### src/rtl/neuron_set_pkg.sv
// neuron_set_pkg: shared state encoding and post-spike reset mode constants for membrane_fire_set
package neuron_set_pkg;
  typedef enum logic [1:0] {ST_ACCUM, ST_FIRE, ST_OUT} state_t;
  localparam int RESET_ZERO = 0;
  localparam int RESET_SUBTRACT = 1;
endpackage

### src/rtl/neuron_fire_cell.sv
// neuron_fire_cell: one neuron's membrane register with threshold compare and post-spike reset
//   clk_i/reset_n_i: clock, async active-low reset
//   load_i: store update_i verbatim; fire_i: apply reset if spiking; clear_i: sync clear
//   update_i: adder result; threshold_i: firing threshold
//   membrane_o: stored membrane; spike_o: combinational (membrane >= threshold)
module neuron_fire_cell
  import neuron_set_pkg::*;
#(
  parameter int W = 17,
  parameter int RESET_MODE = RESET_ZERO
) (
  input  logic         clk_i,
  input  logic         reset_n_i,
  input  logic         load_i,
  input  logic         fire_i,
  input  logic         clear_i,
  input  logic [W-1:0] update_i,
  input  logic [W-1:0] threshold_i,
  output logic [W-1:0] membrane_o,
  output logic         spike_o
);
  logic [W-1:0] r_m;
  assign spike_o = $signed(r_m) >= $signed(threshold_i);
  assign membrane_o = r_m;
  always_ff @(posedge clk_i or negedge reset_n_i)
    if (!reset_n_i) r_m <= '0;
    else if (clear_i) r_m <= '0;
    else if (load_i) r_m <= update_i;
    else if (fire_i && spike_o) r_m <= (RESET_MODE == RESET_SUBTRACT) ? r_m - threshold_i : '0;
endmodule

### src/rtl/membrane_fire_set.sv
// membrane_fire_set: membrane state, threshold-and-fire phase and spike handshake for one neuron set
//   clk_i/reset_n_i: clock, async active-low reset; clear_i: sync clear of all state
//   membrane_o/membrane_update_i: membranes to and results from the adder
//   accum_valid_i/weight_update_mode_i: integrate pulse and its suppress
//   timestep_end_i/threshold_i: start fire phase, firing threshold
//   spike_o/spike_valid_o/spike_ready_i: spike vector handshake
//   busy_o/overrun_o/timestep_cnt_o: status
module membrane_fire_set
  import neuron_set_pkg::*;
#(
  parameter int BIT_WIDTH_MEMBRANE = 17,
  parameter int NEURON_NUM_IN_SET = 20,
  parameter int RESET_MODE = RESET_ZERO,
  parameter int BIT_WIDTH_TIMESTEP = 8
) (
  input  logic                                            clk_i,
  input  logic                                            reset_n_i,
  output logic [BIT_WIDTH_MEMBRANE*NEURON_NUM_IN_SET-1:0] membrane_o,
  input  logic [BIT_WIDTH_MEMBRANE*NEURON_NUM_IN_SET-1:0] membrane_update_i,
  input  logic                                            accum_valid_i,
  input  logic                                            weight_update_mode_i,
  input  logic                                            timestep_end_i,
  input  logic [BIT_WIDTH_MEMBRANE-1:0]                   threshold_i,
  input  logic                                            clear_i,
  output logic [NEURON_NUM_IN_SET-1:0]                    spike_o,
  output logic                                            spike_valid_o,
  input  logic                                            spike_ready_i,
  output logic                                            busy_o,
  output logic                                            overrun_o,
  output logic [BIT_WIDTH_TIMESTEP-1:0]                   timestep_cnt_o
);
  localparam int W = BIT_WIDTH_MEMBRANE;
  localparam int N = NEURON_NUM_IN_SET;
  state_t r_state, w_next;
  logic [N-1:0] r_spike, w_spike;
  logic r_overrun;
  logic [BIT_WIDTH_TIMESTEP-1:0] r_cnt;
  logic w_accum, w_load, w_fire, w_event, w_done;
  assign w_accum = accum_valid_i & ~weight_update_mode_i;
  assign w_load = (r_state == ST_ACCUM) & w_accum & ~clear_i;
  assign w_fire = (r_state == ST_FIRE) & ~clear_i;
  assign w_done = (r_state == ST_OUT) & spike_ready_i;
  assign w_event = busy_o & (w_accum | timestep_end_i);
  genvar i;
  generate
    for (i = 0; i < N; i++) begin : g_cell
      neuron_fire_cell #(.W(W), .RESET_MODE(RESET_MODE)) u_cell (
        .clk_i(clk_i),
        .reset_n_i(reset_n_i),
        .load_i(w_load),
        .fire_i(w_fire),
        .clear_i(clear_i),
        .update_i(membrane_update_i[W*i +: W]),
        .threshold_i(threshold_i),
        .membrane_o(membrane_o[W*i +: W]),
        .spike_o(w_spike[i])
      );
    end
  endgenerate
  always_comb begin
    w_next = r_state;
    if (clear_i) w_next = ST_ACCUM;
    else if (r_state == ST_ACCUM) w_next = timestep_end_i ? ST_FIRE : ST_ACCUM;
    else if (r_state == ST_FIRE) w_next = ST_OUT;
    else w_next = spike_ready_i ? ST_ACCUM : ST_OUT;
  end
  always_ff @(posedge clk_i or negedge reset_n_i)
    if (!reset_n_i) r_state <= ST_ACCUM;
    else r_state <= w_next;
  always_ff @(posedge clk_i or negedge reset_n_i)
    if (!reset_n_i) begin
      r_spike <= '0;
      r_overrun <= 1'b0;
      r_cnt <= '0;
    end else if (clear_i) begin
      r_spike <= '0;
      r_overrun <= 1'b0;
      r_cnt <= '0;
    end else begin
      if (w_fire) r_spike <= w_spike;
      if (w_event) r_overrun <= 1'b1;
      if (w_done) r_cnt <= r_cnt + 1'b1;
    end
  assign spike_o = r_spike;
  assign spike_valid_o = r_state == ST_OUT;
  assign busy_o = r_state != ST_ACCUM;
  assign overrun_o = r_overrun;
  assign timestep_cnt_o = r_cnt;
endmodule
### config.mk
export PLATFORM = sky130hd
export DESIGN_NAME = membrane_fire_set
export DESIGN_NICKNAME = d
export VERILOG_FILES = /design/src/rtl/neuron_set_pkg.sv /design/src/rtl/neuron_fire_cell.sv /design/src/rtl/membrane_fire_set.sv
export SDC_FILE = /design/constraint.sdc
export NUM_CORES = 1
export LEC_CHECK = 0
export ABC_CLOCK_PERIOD_IN_PS = 3100
export CORE_AREA = 4 4 287 289
export DETAILED_ROUTE_END_ITERATION = 7
export DIE_AREA = 0 0 291 293
export PLACE_DENSITY = 0.53
export SYNTH_ARGS = -nofsm -noshare
export SYNTH_HDL_FRONTEND = slang
export SYNTH_SLANG_ARGS = --single-unit
### constraint.sdc
create_clock -name clk_i -period 3.1 [get_ports clk_i]
set_input_delay 0.31 -clock clk_i [delete_from_list [all_inputs] [get_ports clk_i]]
set_output_delay 0.31 -clock clk_i [all_outputs]
set_load 0.01 [all_outputs]
# Yosys cells after proc, flatten, opt, wreduce, memory -nomap -nowiden
# Cells that the tools add are included.
# totals
regBits,371
output_inout_bits,371
wordCells,172
# classes
bitwise,9
n_mux,71
magnitude_cmp,20
n_addsub,1
n_reduce_logical,45
eq_ne,2
# ops
cell,count
$mux 17,60
$ge 17x17->1,20
$reduce_bool 3->1,20
$mux 20,2
$logic_and 1x1->1,20
$mux 8,2
$add 8x1->8 const B,1
$mux 2,4
$reduce_bool 2->1,4
$and 1x1->1,6
$mux 1,3
$eq 2x1->1 const B,1
$eq 2x2->1 const B,1
$logic_not 2->1,1
$not 1->1,2
$or 1x1->1,1

# Logic depth before layout (Yosys ltp)
# depth
ltp_word,6
ltp_mapped,10
depth_no_buf,8

# Hierarchy
# A second synthesis with hierarchy kept.
# hier_totals
hier_cells,2648
hier_area_um2,26384.1
# by_module_without_submodules
mod,seq_area_each_um2,instances,area_per_inst_um2,cells_per_inst
neuron_fire_cell (g_cell[0].u_cell ...),425.4,17,1255.0,125
neuron_fire_cell (g_cell[7].u_cell ...),425.4,3,1268.7,141
membrane_fire_set,775.7,1,1243.7,100

# Least setup slack after synthesis
# Ideal clock, no wire load.
# synth_timing
path_type,input to register
startpoint,input threshold_i[7]
endpoint,register g_cell[8].u_cell.r_m[11]
setup_ps,66
arrival_time_ps,2505
t_required_ps,3034
path_slack_ps,529
stages,9
cell_sequence,inv_1 -> ha_1 -> a21o_1 -> a21oi_1 -> nand4b_1 -> a2111oi_2 -> clkbuf_1 -> o21ai_0 -> nand2_1
# synth_via
elab_chain_cells,3
# synth_rtl
element,line,text
"start, declared",membrane_fire_set.sv:23,"input logic [BIT_WIDTH_MEMBRANE-1:0] threshold_i,"
$ge 17x17->1,neuron_fire_cell.sv:23,assign spike_o = $signed(r_m) >= $signed(threshold_i);
$logic_and 1x1->1,neuron_fire_cell.sv:29,else if (fire_i && spike_o) r_m <= (RESET_MODE == RESET_SUBTRACT) ? r_m - threshold_i : '0;
$reduce_bool 3->1 (no line),--,
"end signal, assigned",neuron_fire_cell.sv:28,else if (load_i) r_m <= update_i;
"end signal, assigned",neuron_fire_cell.sv:29,
"end, declared",neuron_fire_cell.sv:22,logic [W-1:0] r_m;
# Every way passes these cells.
# A chain may end at the register's enable or synchronous reset.

# Worst setup path in the final report
# layout_timing
startpoint,register g_cell[3].u_cell.r_m[2]
endpoint,register g_cell[3].u_cell.r_m[2]
# layout_via
elab_chain_cells,3
# layout_rtl
element,line
"start, declared",neuron_fire_cell.sv:22
"start signal, assigned",neuron_fire_cell.sv:28
"start signal, assigned",neuron_fire_cell.sv:29
$ge 17x17->1,neuron_fire_cell.sv:23
$logic_and 1x1->1,neuron_fire_cell.sv:29
$reduce_bool 3->1 (no line),--
# Every way passes these cells.

==> impl_metrics.csv <==
group,metric,value,unit
drt,met2RoutedLength,53100,um
placement,dp_hpwl,84300,um
clock_network,tritoncts,"built",
sta,min_period,2730,ps
final_layout,drive_above_1_share,7.46,%
drt,dr.max_layer_used,"met5",
clock_network,cts.hold.buffers_added,1,
clock_network,htree_num_levels,2,
die,placement_rows,104,
placement,numPortBuffers,734,
min_path,worst_hold_path_type,"input pin to flop",
sta,slew_violations,0,
clock_network,cts.sinks,371,
setup_path,worstRegToRegCells,7,
placement,dp.cells,4047,
yosys,synth.yosys.seq_area_share,40.9,%
yosys,asyncSetResetFlopFracSynth,100,%
die,floorplan.die.width,291,um
clock_network,cts_inserted_buffers,45,
run,cap_violations,0,
setup_path,setup.worst_path.class,"flop to flop",
setup_path,ff2ff_setup_slack,370,ps
outcome,outcome,"completed",
placement,postPlaceCellArea,0.0320,mm^2
global_routing,via_count_of_the_first_global_routing_pass,23300,
setup_path,critical_path.startpoint_type,"flop",
clock_network,post-cts-setup-buffers,0,
final_layout,num-nets-final,3740,
global_routing,grt_antenna_before_repair,15,
clock_network,max-clock-path-buffers,3,
drt,vias,22500,
yosys,post_synth.cell_area_avg,10.1,um^2
setup_path,crit_arrival,3240,ps
min_path,holdPathStages,3,
global_routing,grt_first_pass_wirelength,158000,um
clock_network,clock_pin_slew_reported_for_the_worst_setup_and_hold_paths_after_clock_tree_synthesis,60,ps
yosys,synth_cell_types,71,
final_layout,layout.cell_area.non_filler,0.0336,mm^2
final_layout,syn_to_final_growth,47.9,%
yosys,syn_area,0.0227,mm^2
drt,drt_wl_total,109000,um
drt,drc,0,
yosys,total_of_flip_flops_plus_latches_after_synthesis,371,
die,core_region_area,0.0799,mm^2
setup_path,worstReg2RegStart,"g_cell[3].u_cell.membrane_o[2]",
setup_path,critPathCaptureType,"flop",
clock_network,cts_root_buf,"sky130_fd_sc_hd__clkbuf_16",
sta,final_hold_viols,0,
drt,firstDrtPassIters,7,
min_path,worstHoldEndpoint,"g_cell[8].u_cell.membrane_o[10]",
global_routing,grt.total_usage,24.4,%
power,finalPower,14.7,mW
die,start_util,28.4,%
setup_path,worst-endpoint-required,3610,ps
sta,min_period_over_period,88.1,%
yosys,mappedNetlistNets,2961,
die,boundaryPins,735,
setup_path,path_max_fanout,17,
drt,met3_wirelength,6310,um
yosys,synth_edf_count,0,
drt,first_iter_violations,1440,
final_layout,final_core_utilization,42.0,%
sta,report.final.setup_viol,0,
sta,clock-skew-final,17.0,ps
sta,worst-slew-pin-transition,1390,ps
yosys,yosys_warnings,0,
sta,grt_setup_unrepaired,"no",
min_path,timing.hold.worst.start,"membrane_update_i[146]",
setup_path,rr_endpoint,"g_cell[3].u_cell.membrane_o[2]",
drt,drtAntennaViolNets,0,
power,total_leakage_power,15.8,nW
die,design.die.area,0.0853,mm^2
global_routing,global_route.overflow_total,0,
die,die_height,293,um
yosys,ys.flop_type,"sky130_fd_sc_hd__dfrtp_1",
sta,achievable-frequency,366,MHz
clock_network,worst_skew_pair.late_latency,580,ps
final_layout,finish.cell_count_without_fillers,4139,
setup_path,crit_start,"g_cell[3].u_cell.membrane_o[2]",
global_routing,grt_max_degree,96,
yosys,syn-instance-count,2256,
drt,route.layer.met1.wl,45100,um
clock_network,cts-resized-gates,0,
sta,worst_slew_margin_rel,7.08,%
power,power.density_cell_area,437,mW/mm^2
drt,routedWlPerCell,26.3,um
drt,viasPerCell,5.42,
placement,finalWeightedCongestion,0.867,
power,vdd_drop_max,288,uV
==> how the worst max path moves through the flow <==
stage	end	slack [ps]	cells after the start
after floorplan	g_cell[8].u_cell.membrane_o[11]	530	9
after detailed placement	g_cell[11].u_cell.membrane_o[12]	-230	11
after global placement	g_cell[11].u_cell.membrane_o[12]	-160	11
after CTS	g_cell[3].u_cell.membrane_o[2]	340	7
after global routing	g_cell[3].u_cell.membrane_o[16]	170	7
final	g_cell[3].u_cell.membrane_o[2]	370	7
==> metrics by stage <==
step	setup TNS, ps	setup slack, ps	hold slack, ps
3_5_place_dp	-16370	-232	343
3_3_place_gp	-8020	-163	344
2_1_floorplan	0	529	14.4
5_1_grt	0	168	260
6_report	0	368	256
4_1_cts	0	337	211
==> cells by family (layout without fill, tap and decap cells) <==
kind of cell	Yosys count	in the layout	synth area share, %
xor gates and xnor gates	7	7	0.270
and+or+nand+nor	587	587	12.7
AOI/OAI and AO/OA	716	716	23.2
adders and majority gates	341	341	18.8
other	0	10	0
muxes	1	1	0.0441
buffers and inverters	233	1046	4.14
DFF	371	371	40.9
==> final cells by class <==
type	count	area (um^2)
fillers	7741	46300
multi-input cells	1652	12500
flip-flops and latches	371	9280
repair buffers	846	8440
well taps	1060	1330
clock buffers	62	1250
inverters	119	447
clock inverters	19	288
diodes	10	25.0
==> metal layers <==
metal  track usage, %  up-vias
met2             42.6      852
li1                 -    10200
met4             8.32       10
met1             30.3    11200
met3             4.75      204
met5                0        -
==> where the power goes <==
| part | total [mW] | switching, mW | internal [mW] |
|---|---|---|---|
| Clock | 5.66 | 2.26 | 3.40 |
| Sequential | 5.58 | 0.436 | 5.14 |
| Combinational | 3.44 | 1.77 | 1.68 |
==> synth_stat cells (all sizes together) (3+ instances only) <==
master | instances | area, um^2
nor2b | 12 | 75.1
nor4 | 4 | 40.0
a211o | 6 | 52.6
nand2 | 213 | 800
and3 | 14 | 87.6
or4 | 3 | 22.5
a22oi | 90 | 676
nand3 | 155 | 776
a221o | 5 | 50.1
a221oi | 6 | 52.6
a211oi | 13 | 108
dfrtp | 371 | 9280
or2 | 3 | 18.8
xor2 | 5 | 43.8
clkbuf | 79 | 297
a2111oi | 6 | 65.1
o2111ai | 40 | 350
nor3 | 16 | 100
nor2 | 52 | 195
a21o | 96 | 721
a21oi | 86 | 438
inv | 119 | 447
nand2b | 3 | 18.8
buf | 35 | 198
or3 | 4 | 25.0
a22o | 156 | 1370
o211ai | 5 | 37.5
o31ai | 55 | 423
o21ai | 111 | 563
o22ai | 5 | 31.3
a31oi | 8 | 56.3
o21a | 4 | 30.0
and4 | 14 | 125
nand4 | 86 | 538
a31o | 5 | 43.8
ha | 341 | 4270
==> worst max-delay path, stage by stage (launching register included) <==
cell and delay (ps):
sky130_fd_sc_hd__dfrtp_1 460, sky130_fd_sc_hd__ha_1 350, sky130_fd_sc_hd__a21o_1 180, sky130_fd_sc_hd__a21o_1 170
sky130_fd_sc_hd__a211oi_1 240, sky130_fd_sc_hd__o22ai_1 170, sky130_fd_sc_hd__a211oi_4 860, sky130_fd_sc_hd__a22o_1 240
==> sequential cells by signal, summed over array words and instances, names as in the netlist <==
signal	cells
r_state	2
overrun_o	1
timestep_cnt_o	8
g_cell.u_cell.membrane_o	340
spike_o	20
==> layout by cell type (no fill, tap or decap), types with 5 or more instances in the layout <==
| cell type | n |
|---|---|
| sky130_fd_sc_hd__clkdlybuf4s50_1 | 732 |
| sky130_fd_sc_hd__inv_1 | 103 |
| sky130_fd_sc_hd__a21oi_1 | 83 |
| sky130_fd_sc_hd__nand3_1 | 155 |
| sky130_fd_sc_hd__o211ai_1 | 5 |
| sky130_fd_sc_hd__buf_4 | 91 |
| sky130_fd_sc_hd__and3_1 | 14 |
| sky130_fd_sc_hd__clkbuf_1 | 11 |
| sky130_fd_sc_hd__a22oi_1 | 90 |
| sky130_fd_sc_hd__xor2_1 | 5 |
| sky130_fd_sc_hd__o21ai_0 | 98 |
| sky130_fd_sc_hd__dfrtp_1 | 371 |
| sky130_fd_sc_hd__o22ai_1 | 5 |
| sky130_fd_sc_hd__ha_1 | 341 |
| sky130_fd_sc_hd__a22o_1 | 156 |
| sky130_fd_sc_hd__a221o_1 | 5 |
| sky130_fd_sc_hd__o2111ai_1 | 40 |
| sky130_fd_sc_hd__bufinv_16 | 7 |
| sky130_fd_sc_hd__nor2b_1 | 11 |
| sky130_fd_sc_hd__a211o_1 | 6 |
| sky130_fd_sc_hd__a221oi_1 | 6 |
| sky130_fd_sc_hd__buf_12 | 20 |
| sky130_fd_sc_hd__clkinv_2 | 7 |
| sky130_fd_sc_hd__diode_2 | 10 |
| sky130_fd_sc_hd__a31oi_1 | 7 |
| sky130_fd_sc_hd__and4_1 | 13 |
| sky130_fd_sc_hd__o31ai_1 | 52 |
| sky130_fd_sc_hd__inv_2 | 16 |
| sky130_fd_sc_hd__a211oi_1 | 11 |
| sky130_fd_sc_hd__o21ai_1 | 11 |
| sky130_fd_sc_hd__a21o_1 | 96 |
| sky130_fd_sc_hd__nor2_1 | 51 |
| sky130_fd_sc_hd__clkbuf_8 | 6 |
| sky130_fd_sc_hd__nand2_1 | 213 |
| sky130_fd_sc_hd__nand4_1 | 86 |
| sky130_fd_sc_hd__nor3_1 | 12 |
| sky130_fd_sc_hd__clkbuf_16 | 45 |
(Power assumes the default switching activity.)
